[src/rtl/uart_rx_cfg.sv]
// Configurable UART receiver (5-8 data bits, none/even/odd parity, 1/1.5/2 stop) with majority-voted sampling.
// rx_done_tick_o pulses one clk after the tick that ends the stop period; no backpressure, results hold until the next frame.
module uart_rx_cfg #(
    parameter int Oversample = 16,
    parameter int SyncStages = 2
) (
    input  logic       clk_i,
    input  logic       rst_ni,
    input  logic       rx_i,
    input  logic       sample_tick_i,
    input  logic [1:0] word_len_i,
    input  logic       parity_en_i,
    input  logic       parity_odd_i,
    input  logic [1:0] stop_bits_i,
    output logic       rx_done_tick_o,
    output logic [7:0] dout_o,
    output logic       parity_err_o,
    output logic       frame_err_o,
    output logic       break_o
);

    localparam int CW = $clog2(2 * Oversample);
    localparam logic [CW-1:0] C_HALF    = CW'(Oversample / 2 - 1);
    localparam logic [CW-1:0] C_BIT     = CW'(Oversample - 1);
    localparam logic [CW-1:0] C_ONEHALF = CW'(3 * Oversample / 2 - 1);
    localparam logic [CW-1:0] C_TWO     = CW'(2 * Oversample - 1);

    typedef enum logic [2:0] {IDLE, START, DATA, PARITY, STOP} state_t;

    logic [SyncStages-1:0] sync_q;
    logic                  rx_s;
    logic [2:0]            vote_q;
    logic                  bit_v;

    state_t          state;
    logic [CW-1:0]   cnt;
    logic [2:0]      bit_idx;
    logic [7:0]      shreg;
    logic            par_acc;
    logic            perr_q;
    logic            ferr_q;
    logic            brk_q;
    logic            armed;
    logic [1:0]      cfg_wl;
    logic            cfg_pen;
    logic            cfg_odd;
    logic [1:0]      cfg_stop;

    logic [2:0]      last_idx;
    logic [CW-1:0]   stop_end;
    logic            stop_chk;
    logic            ferr_n;
    logic            brk_n;
    logic [1:0]      shift_amt;

    // Reset to idle-high so the line is never seen low coming out of reset.
    always_ff @(posedge clk_i or negedge rst_ni) begin
        if (!rst_ni) begin
            sync_q <= '1;
            vote_q <= 3'b111;
        end else begin
            sync_q <= {sync_q[SyncStages-2:0], rx_i};
            if (sample_tick_i) begin
                vote_q <= {vote_q[1:0], rx_s};
            end
        end
    end

    assign rx_s  = sync_q[SyncStages-1];
    assign bit_v = (vote_q[0] & vote_q[1]) | (vote_q[0] & vote_q[2]) | (vote_q[1] & vote_q[2]);

    assign last_idx  = {1'b0, cfg_wl} + 3'd4;
    assign stop_end  = (cfg_stop == 2'd0) ? C_BIT : (cfg_stop == 2'd1) ? C_ONEHALF : C_TWO;
    assign stop_chk  = (cnt == C_BIT) || (cfg_stop[1] && (cnt == C_TWO));
    assign ferr_n    = ferr_q | (stop_chk & ~bit_v);
    assign brk_n     = brk_q & ~(stop_chk & bit_v);
    assign shift_amt = 2'd3 - cfg_wl;

    always_ff @(posedge clk_i or negedge rst_ni) begin
        if (!rst_ni) begin
            state          <= IDLE;
            cnt            <= '0;
            bit_idx        <= '0;
            shreg          <= '0;
            par_acc        <= 1'b0;
            perr_q         <= 1'b0;
            ferr_q         <= 1'b0;
            brk_q          <= 1'b0;
            armed          <= 1'b1;
            cfg_wl         <= '0;
            cfg_pen        <= 1'b0;
            cfg_odd        <= 1'b0;
            cfg_stop       <= '0;
            rx_done_tick_o <= 1'b0;
            dout_o         <= '0;
            parity_err_o   <= 1'b0;
            frame_err_o    <= 1'b0;
            break_o        <= 1'b0;
        end else begin
            rx_done_tick_o <= 1'b0;
            case (state)
                IDLE: begin
                    armed <= armed | rx_s;
                    if (armed && !rx_s) begin
                        state    <= START;
                        cnt      <= '0;
                        cfg_wl   <= word_len_i;
                        cfg_pen  <= parity_en_i;
                        cfg_odd  <= parity_odd_i;
                        cfg_stop <= stop_bits_i;
                    end
                end
                START: begin
                    if (sample_tick_i) begin
                        if (cnt == C_HALF) begin
                            cnt <= '0;
                            if (bit_v) begin
                                state <= IDLE;
                            end else begin
                                state   <= DATA;
                                bit_idx <= '0;
                                par_acc <= 1'b0;
                                perr_q  <= 1'b0;
                                ferr_q  <= 1'b0;
                                brk_q   <= 1'b1;
                            end
                        end else begin
                            cnt <= cnt + CW'(1);
                        end
                    end
                end
                DATA: begin
                    if (sample_tick_i) begin
                        if (cnt == C_BIT) begin
                            cnt     <= '0;
                            shreg   <= {bit_v, shreg[7:1]};
                            par_acc <= par_acc ^ bit_v;
                            brk_q   <= brk_q & ~bit_v;
                            bit_idx <= bit_idx + 3'd1;
                            if (bit_idx == last_idx) begin
                                state <= cfg_pen ? PARITY : STOP;
                            end
                        end else begin
                            cnt <= cnt + CW'(1);
                        end
                    end
                end
                PARITY: begin
                    if (sample_tick_i) begin
                        if (cnt == C_BIT) begin
                            cnt    <= '0;
                            perr_q <= (par_acc ^ bit_v) != cfg_odd;
                            brk_q  <= brk_q & ~bit_v;
                            state  <= STOP;
                        end else begin
                            cnt <= cnt + CW'(1);
                        end
                    end
                end
                STOP: begin
                    if (sample_tick_i) begin
                        ferr_q <= ferr_n;
                        brk_q  <= brk_n;
                        if (cnt == stop_end) begin
                            // A framing error disarms until the line is seen high again.
                            state          <= IDLE;
                            cnt            <= '0;
                            armed          <= ~ferr_n;
                            rx_done_tick_o <= 1'b1;
                            dout_o         <= shreg >> shift_amt;
                            parity_err_o   <= perr_q;
                            frame_err_o    <= ferr_n;
                            break_o        <= brk_n;
                        end else begin
                            cnt <= cnt + CW'(1);
                        end
                    end
                end
                default: state <= IDLE;
            endcase
        end
    end

endmodule

[config.mk]
export PLATFORM = sky130hd
export DESIGN_NAME = uart_rx_cfg
export DESIGN_NICKNAME = d
export VERILOG_FILES = /design/src/rtl/uart_rx_cfg.sv
export SDC_FILE = /design/constraint.sdc
export NUM_CORES = 1
export LEC_CHECK = 0
export ABC_CLOCK_PERIOD_IN_PS = 3400
export CAP_MARGIN = 10
export CORE_MARGIN = 2
export CORE_UTILIZATION = 23
export DETAILED_ROUTE_END_ITERATION = 8
export GPL_ROUTABILITY_DRIVEN = 0
export GPL_TIMING_DRIVEN = 0
export PLACE_DENSITY = 0.44
export SYNTH_ARGS = -nofsm -noshare
export SYNTH_HDL_FRONTEND = slang
export SYNTH_SLANG_ARGS = --single-unit
export TNS_END_PERCENT = 30
[constraint.sdc]
create_clock -name clk_i -period 3.4 [get_ports clk_i]
set_input_delay 0.34 -clock clk_i [delete_from_list [all_inputs] [get_ports clk_i]]
set_output_delay 0.34 -clock clk_i [all_outputs]
set_load 0.05 [all_outputs]
After elaboration in Yosys (flattened, before gate mapping)
Index checks and enable logic that the tools add are counted.

storage, ports and cells
  output and inout bits = 12
  bits of input ports = 10
  register bits after elaboration = 47
  logic and storage cells = 140

cells by class
  $add $sub $neg = 4
  muxes and demuxes = 53
  bitwise logic cells = 15
  equality and inequality tests = 24
  shift operators = 1
  reduce and logical (&&, ||, !) cells = 23

operator list
  kind                                                                      count
  3-bit 2-to-1 mux                                                          16
  5-bit 2-to-1 mux                                                          8
  2-bit inequality test (second input constant)                             11
  5-bit case mux with 4 select lines                                        1
  1-bit 2-to-1 mux                                                          19
  3-bit case mux with 5 select lines                                        1
  6-bit AND reduction                                                       2
  10-bit AND reduction                                                      1
  5-bit AND reduction                                                       2
  3-bit AND reduction                                                       3
  1-bit case mux with 2 select lines                                        4
  2-bit nonzero test                                                        4
  8-bit by 2-bit >> shifter with 8-bit output                               1
  1-bit bitwise AND                                                         7
  7-bit AND reduction                                                       1
  3-bit by 2-bit equality test with 1-bit output (second input constant)    2
  3-bit case mux with 2 select lines                                        1
  5-bit by 1-bit adder with 5-bit output (second input constant)            1
  5-bit by 3-bit equality test with 1-bit output (second input constant)    1
  5-bit by 4-bit equality test with 1-bit output (second input constant)    1
  5-bit equality test                                                       1
  5-bit equality test (second input constant)                               1
  4-bit 2-to-1 mux                                                          1
  2-bit by 1-bit inequality test with 1-bit output (second input constant)  2
  22 further kinds                                                          28

Logic depth before layout (Yosys ltp)
Gate-level depths: netlist of the first run.

  depth in word-level cells = 10
  depth in mapped cells = 8
  gate-level depth less buffers = 8

Least setup slack after synthesis of the first run
OpenSTA, ideal clock, no wires.

  path type = reg-to-reg
  start = register cnt[0]
  end = register shreg[2]
  stages on the path, launching flop included = 8
  data arrival time = 1.898 ns
  path slack = 1.378 ns
  setup time = 0.125 ns
  path buffers = 1
  data required time = 3.275 ns
  clock period less this slack = 2.022 ns
  path through = dfrtp_1 -> ha_1 -> and3_1 -> ha_1 -> nand3_1 -> nor3_2 -> buf_4 -> mux2_2

between the ends
  word-level cells in the longest chain between the ends = 2

RTL lines
  element                                         line  RTL
  start, declared                                 36    logic [CW-1:0] cnt;
  start signal, assigned                          128   cnt <= cnt + CW'(1);
  start signal, assigned                          144   cnt <= cnt + CW'(1);
  start signal, assigned                          156   cnt <= cnt + CW'(1);
  5-bit by 4-bit equality test with 1-bit output  134   if (cnt == C_BIT) begin
  3-bit AND reduction (no line)                   -
  end signal, assigned                            136   shreg <= {bit_v, shreg[7:1]};
  end, declared                                   38    logic [7:0] shreg;

No other way between the ends.
A chain may end at the register's enable or synchronous reset.

Worst setup path in the final report of the first run
  start = register cnt[0]
  end = register shreg[5]

Same word-level chain as after synthesis.

==> results of run 1 <==
-- cell type report --
class | count | share of cell area, %
buffer | 11 | 2.11
multi-input combinational | 161 | 40.2
inverter | 6 | 0.777
tap | 136 | 5.87
clock buffer | 8 | 2.76
timing repair buffer | 21 | 7.42
sequential | 47 | 40.8
-- kinds of logic (layout without fill, tap and decap cells) --
family          after synthesis  count (layout)  share of synthesized area [%]
compound gates               57              57                           15.2
xor+xnor                      4               4                           1.44
fa+ha+maj                     6               6                           2.98
buf+inv                      17              46                           3.44
flops                        47              47                           48.6
mux                          31              31                           14.3
simple gates                 63              63                           14.0
-- worst min path at each step --
stage               cells after the start          to  slack (ps)       from
floorplan                               0  bit_idx[0]          40     rst_ni
global placement                        0   sync_q[1]         350  sync_q[0]
detailed placement                      0   sync_q[1]         350  sync_q[0]
CTS                                     1       brk_q          20     rst_ni
global route                            1   dout_o[0]          40     rst_ni
finish                                  1   dout_o[0]          20     rst_ni
-- where the power goes --
group	internal [mW]	total, mW	switching (mW)
clock network	0.147	0.330	0.183
logic	0.253	0.583	0.330
registers	0.637	0.703	0.0657
total	1.04	1.61	0.579
-- per-stage QoR --
step                total power, mW  util [%]  worst slack (ps)  instances
finish                         1.61      28.2               942        390
global route                   1.74      28.2               714        390
CTS                            1.63      28.2               932        390
detailed placement             1.30      27.4               963        382
global placement               1.29      27.3               565        381
floorplan                      1.15         -              1380        225
-- layout by cell type, fill, tap and decap left out, drive strengths merged, types with 2 or more instances in the layout --
cell type,synthesis,routed
mux2i,6,6
a21o,4,4
clkdlybuf4s50,0,19
a21oi,11,11
dfrtp,41,41
and3,3,3
nand2b,3,3
nor3,5,5
nand3b,2,2
nor4b,2,2
o32a,2,2
buf,9,11
nor2b,2,2
dfstp,6,6
mux2,25,25
a22o,2,2
xnor2,3,3
nand2,22,22
inv,6,6
clkbuf,2,10
o21ai,20,20
nor2,11,11
o21a,2,2
ha,5,5
o22ai,3,3
o31ai,2,2
nand3,7,7
a31oi,3,3
-- state kept, by name (all words and copies together), names as in the netlist --
| register | count |
|---|---|
| frame_err_o | 1 |
| armed | 1 |
| cfg_pen | 1 |
| vote_q | 3 |
| par_acc | 1 |
| break_o | 1 |
| parity_err_o | 1 |
| perr_q | 1 |
| cfg_stop | 2 |
| shreg | 8 |
| state | 3 |
| cnt | 5 |
| cfg_odd | 1 |
| sync_q | 2 |
| rx_done_tick_o | 1 |
| ferr_q | 1 |
| dout_o | 8 |
| brk_q | 1 |
| bit_idx | 3 |
| cfg_wl | 2 |
-- layer usage --
| metal | up-vias | global-route usage [%] | routed length, microns |
|---|---|---|---|
| li1 | 862 | - | - |
| met1 | 882 | 14.8 | 2780 |
| met2 | 23 | 14.6 | 2350 |
| met3 | 4 | 1.88 | 112 |
| met4 | 0 | 3.62 | 60 |
| met5 | - | 0 | 0 |
==> key figures, run 1 <==
Outcome
  • Status: complete, no violations

Drt
  • First-pass detailed-route iteration total: 4
  • DRC: 0
  • Wire length per cell: 13.6 microns
  • Routed Antenna Nets: 0
  • Routed via count: 1771
  • Avg Vias per Cell: 4.54
  • Initial DRC count: 98
  • Total Routed Length: between 5000 and 6000 microns

Critical path
  • CP Launch Point: cnt[0]
  • R2r setup slk: 940 ps
  • Crit end category: flip-flop
  • Worst Path Arrival: 2640 ps
  • CP max-delay cell: dfrtp_1
  • Worst reg2reg path depth: 7
  • Worst setup endpoint: shreg[5]
  • CP Max Fanout: 10
  • Crit Path Class: flip-flop to flip-flop
  • Worst setup SP type: flip-flop
  • Reg2reg end: shreg[5]
  • Worst reg2reg path startpoint: cnt[0]
  • Worst path depth: 7
  • Crit path cell chain: ha_1, and3_1, ha_1, nand3_1, nor3_2, buf_4, mux2_2
  • CP Buf/Inv Count: 1
  • Critical Path RT: 3590 ps
  • Worst path max stage delay: 400 ps
  • CP most frequent cell: ha_1
  • Delay-heaviest family, CP: simple AND/OR/NAND/NOR gates

Logic synthesis
  • Number of flops mapped to enable cells by yosys: 0
  • Synth Area per Inst: 10.8 sq um
  • Synth Cell Area: 0.00243 sq mm
  • Netlist cell types: 52
  • Post-synth top area cell: dfrtp_1
  • Synth top cells by count: dfrtp_1 (41), mux2_2 (23), nand2_1 (21)
  • Top-area cell type share of the netlist area: 42.2%
  • Syn nets: 240
  • Synth Flop Type: dfrtp_1
  • Post-synthesis sequential area ratio: a little under 50%
  • Yosys warns: 0
  • Synth top area cells: dfrtp_1 (42%), mux2_2 (11%), dfstp_2 (6.5%)
  • Async S/R FF share, synth: 100%
  • Top-count cell post-synth: dfrtp_1
  • Synthesized instance count: about 230
  • Seq cells post-synth: 47

STA
  • Clock Skew: 18.2 ps
  • Slew HR: 60.7%
  • Setup_tns: 0 ps
  • Pins over their slew limit: 0
  • Fmax: around 400 MHz
  • Finish-stage setup viols: 0
  • Final Hold Vio Count: 0
  • RSZ-0062 raised after global routing: false
  • Tmin final: 2460 ps
  • Post-route clock period utilization: 72.3%
  • Least-Margin Pin Slew: 583 ps
  • Worst Hold Margin: approximately 17 ps

Final layout
  • Area grow syn2layout: 19.1%
  • Seq. cell area: 0.00118 sq mm
  • Fillers: 1116
  • Final std cell area, no fill: 0.00290 sq mm
  • Area occupied by multi-input gates: between 0.001 and 0.0015 sq mm
  • Layout cells sized above 1: 22.8%
  • Fin nets: 268
  • Antenna Cells: 0

Clock tree
  • H-tree levels: 2
  • CTS Hold Bufs: 0
  • CTS sink cnt: 47
  • CTS max path bufs: 2
  • Post-CTS setup buffer count: 0
  • CTS tree: built
  • Post-cts sizing count: 0
  • Worst-path clk slew: 100 ps
  • CTS buffer count: 5
  • Clk root buf: clkbuf_8
  • Skew-Pair Late Insertion Delay: ~300 ps

Placement
  • Final HPWL DP: 3940 microns
  • PortBufs: 20
  • DP Area: 0.00282 sq mm

Global route
  • First-pass GRT wire length: 9060 microns
  • Largest net degree at the start of global routing: 27
  • Vias in the first global route: between 1500 and 2000
  • Initial antenna violation count: 0
  • Grt ovf: 0
  • Total track usage: 10.1%

Hold path
  • HP Class: input pin to async pin

Floorplan
  • Chip height: 107 microns
  • Core area: 0.0103 sq mm
  • Die area: 0.0114 sq mm
  • Starting density of the core: 23.7%
  • Die width: 107 microns
  • # rows: 37
  • Total I/O pin count: 22

Pwr
  • PD cells: around 560 mW/mm^2
  • Max VDD drop: 0.175 mV
  • Leak Pwr: 1.28 nW

Flow run
  • Max Cap Violations: 0
No activity file was read; power rests on OpenSTA's default activity.
==> inputs of run 2 (changes only) <==
Settings changed: ABC_CLOCK_PERIOD_IN_PS 3400 to 2070, PLACE_DENSITY 0.44 to 0.45.
Clock period 3.4 ns to 2.07 ns, I/O delays scaled along.
==> key figures, run 2 (synthesis results as in run 1) <==
Global route
  • Grt ovf: 0
  • Vias in the first global route: 1769
  • Total track usage: about a tenth
  • Initial antenna violation count: 0
  • Largest net degree at the start of global routing: 25
  • First-pass GRT wire length: slightly below 9000 microns

Final layout
  • Most frequent cells in the layout: dfrtp_1 (41), mux2_2 (23), nand2_1 (21)
  • Area grow syn2layout: 24.6%
  • Biggest regs: dout_o x8, shreg x8, cnt x5
  • Fin util: roughly 30%
  • Layout cells sized above 1: 27.3%
  • Area occupied by multi-input gates: 0.00121 sq mm
  • Fillers: 1107
  • Seq. cell area: 0.00118 sq mm
  • Antenna Cells: 0
  • Fin nets: 274
  • Commonest non-fill, non-tap cell in the layout: dfrtp_1

Hold path
  • HP Class: input pin to flip-flop

Floorplan
  • Starting density of the core: 23.7%
  • # rows: 37
  • Core area: 0.0103 sq mm
  • Die area: 0.0114 sq mm
  • Total I/O pin count: 22
  • Die width: 107 microns
  • Chip height: 107 microns

Outcome
  • Status: complete, no violations

Clock tree
  • Clk root buf: clkbuf_8
  • CTS tree: built
  • Skew-Pair Late Insertion Delay: around 300 ps
  • CTS sink cnt: 47
  • CTS buffer count: 5
  • H-tree levels: 2
  • Worst-path clk slew: approximately 100 ps
  • CTS max path bufs: 2

Pwr
  • PD cells: 937 mW/mm^2
  • Leak Pwr: roughly 1.3 nW
  • Internal power component: roughly 1.8 mW
  • Seq pwr share: 40.5%
  • Net Sw Power: 0.993 mW
  • Power share of the clock group: 24.7%
  • Comb pwr share: 34.8%
  • Sw Share: a little over a third
  • Power, Total: 2.84 mW
  • Max VDD drop: 0.335 mV

Critical path
  • Worst Path Arrival: 2130 ps
  • Delay-heaviest family, CP: simple AND/OR/NAND/NOR gates
  • CP Buf/Inv Count: 1
  • Critical Path RT: 2270 ps
  • CP Max Fanout: 8
  • Worst setup SP type: flip-flop
  • Crit path cell chain: ha_4, and3_4, ha_4, nand3_2, nor3_4, buf_6, mux2_2
  • Crit Path Class: flip-flop to flip-flop
  • Crit end category: flip-flop
  • CP most frequent cell: ha_4
  • CP max-delay cell: dfrtp_1
  • Worst path max stage delay: between 400 and 500 ps

STA
  • Tmin final: 1930 ps
  • Finish-stage setup viols: 0
  • Least-Margin Pin Slew: 569 ps
  • Pins over their slew limit: 0
  • Fmax: 517 MHz
  • Clock Skew: 7.68 ps
  • Worst Hold Margin: just over 300 ps
  • Setup_tns: 0 ps
  • Final Hold Vio Count: 0
  • Slew HR: 62.1%
  • Post-route clock period utilization: approximately 93%

Drt
  • First-pass detailed-route iteration total: 4
  • Routed Antenna Nets: 0
  • Routed via count: 1763
  • DRC: 0
  • Avg Vias per Cell: around 4.5
  • Total Routed Length: 5220 microns
  • Wire length per cell: 13.2 microns
  • Initial DRC count: 50

Placement
  • PortBufs: 20
  • Final HPWL DP: a little under 4000 microns

Flow run
  • Max Cap Violations: 0
## run 2: changes by cell type in the layout (fill, tap and decap cells not counted), sizes merged
cell and change:
buf +5, clkbuf -3, bufinv +1, clkinv +1, dlygate4sd3 +1, inv +1
## run 2: timing repair
action,in CTS,in global routing
cloned,0,0
pin swaps,1,1
hold buffers,1,0
resized for setup,7,2
endpoints found under the setup margin,13,12
hold endpoints to repair,18,0
setup buffers,5,0
## run 2: final cells by class
type	instances	area share, %
plain buffers	11	2.15
clock buffers	5	2.27
clock inverters	3	1.57
inverters	6	0.743
multi-input cells	161	40.0
flip-flops and latches	47	39.0
well taps	136	5.61
repair buffers	27	8.67
## run 2: power groups by stage
stage / clock (mW) / sequential [mW] / combinational (mW)
final: 0.701 / 1.15 / 0.988
after global routing: 0.771 / 1.17 / 1.11
after global placement: 0 / 1.17 / 0.951
after floorplan: 0 / 1.14 / 0.750
after detailed placement: 0 / 1.17 / 0.954
after CTS: 0.737 / 1.15 / 0.979
## run 2: layer usage
layer / global-route usage, % / part of all wire [%] / wire (microns) / vias up
met2: 14.6 / 45 / 2360 / 19
met4: 3.06 / 1.3 / 70 / 0
li1: - / - / - / 884
met5: 0 / 0 / 0 / -
met3: 1.82 / 1.8 / 95 / 8
met1: 14.3 / 52 / 2700 / 852
## run 2: worst paths after layout
check	start	endpoint	slack [ps]	depth (start not counted)
setup / recovery	cnt[1]	shreg[5]	140	7
setup reg to reg	cnt[1]	shreg[5]	140	7
hold reg to reg	sync_q[0]	sync_q[1]	360	0
hold / removal	rx_i	sync_q[0]	300	1
max in group asynchronous	rst_ni	armed	1040	3
min in group asynchronous	rst_ni	shreg[6]	420	2
## run 2: stage by stage
| stage | cell area, sq um | setup slack [ps] | instances |
|---|---|---|---|
| after global routing | 3030 | -2.83 | 396 |
| after floorplan | 2430 | 47.6 | 225 |
| final | 3030 | 136 | 396 |
| after detailed placement | 2820 | -350 | 382 |
| after CTS | 3020 | 26.6 | 396 |
| after global placement | 2800 | -686 | 381 |
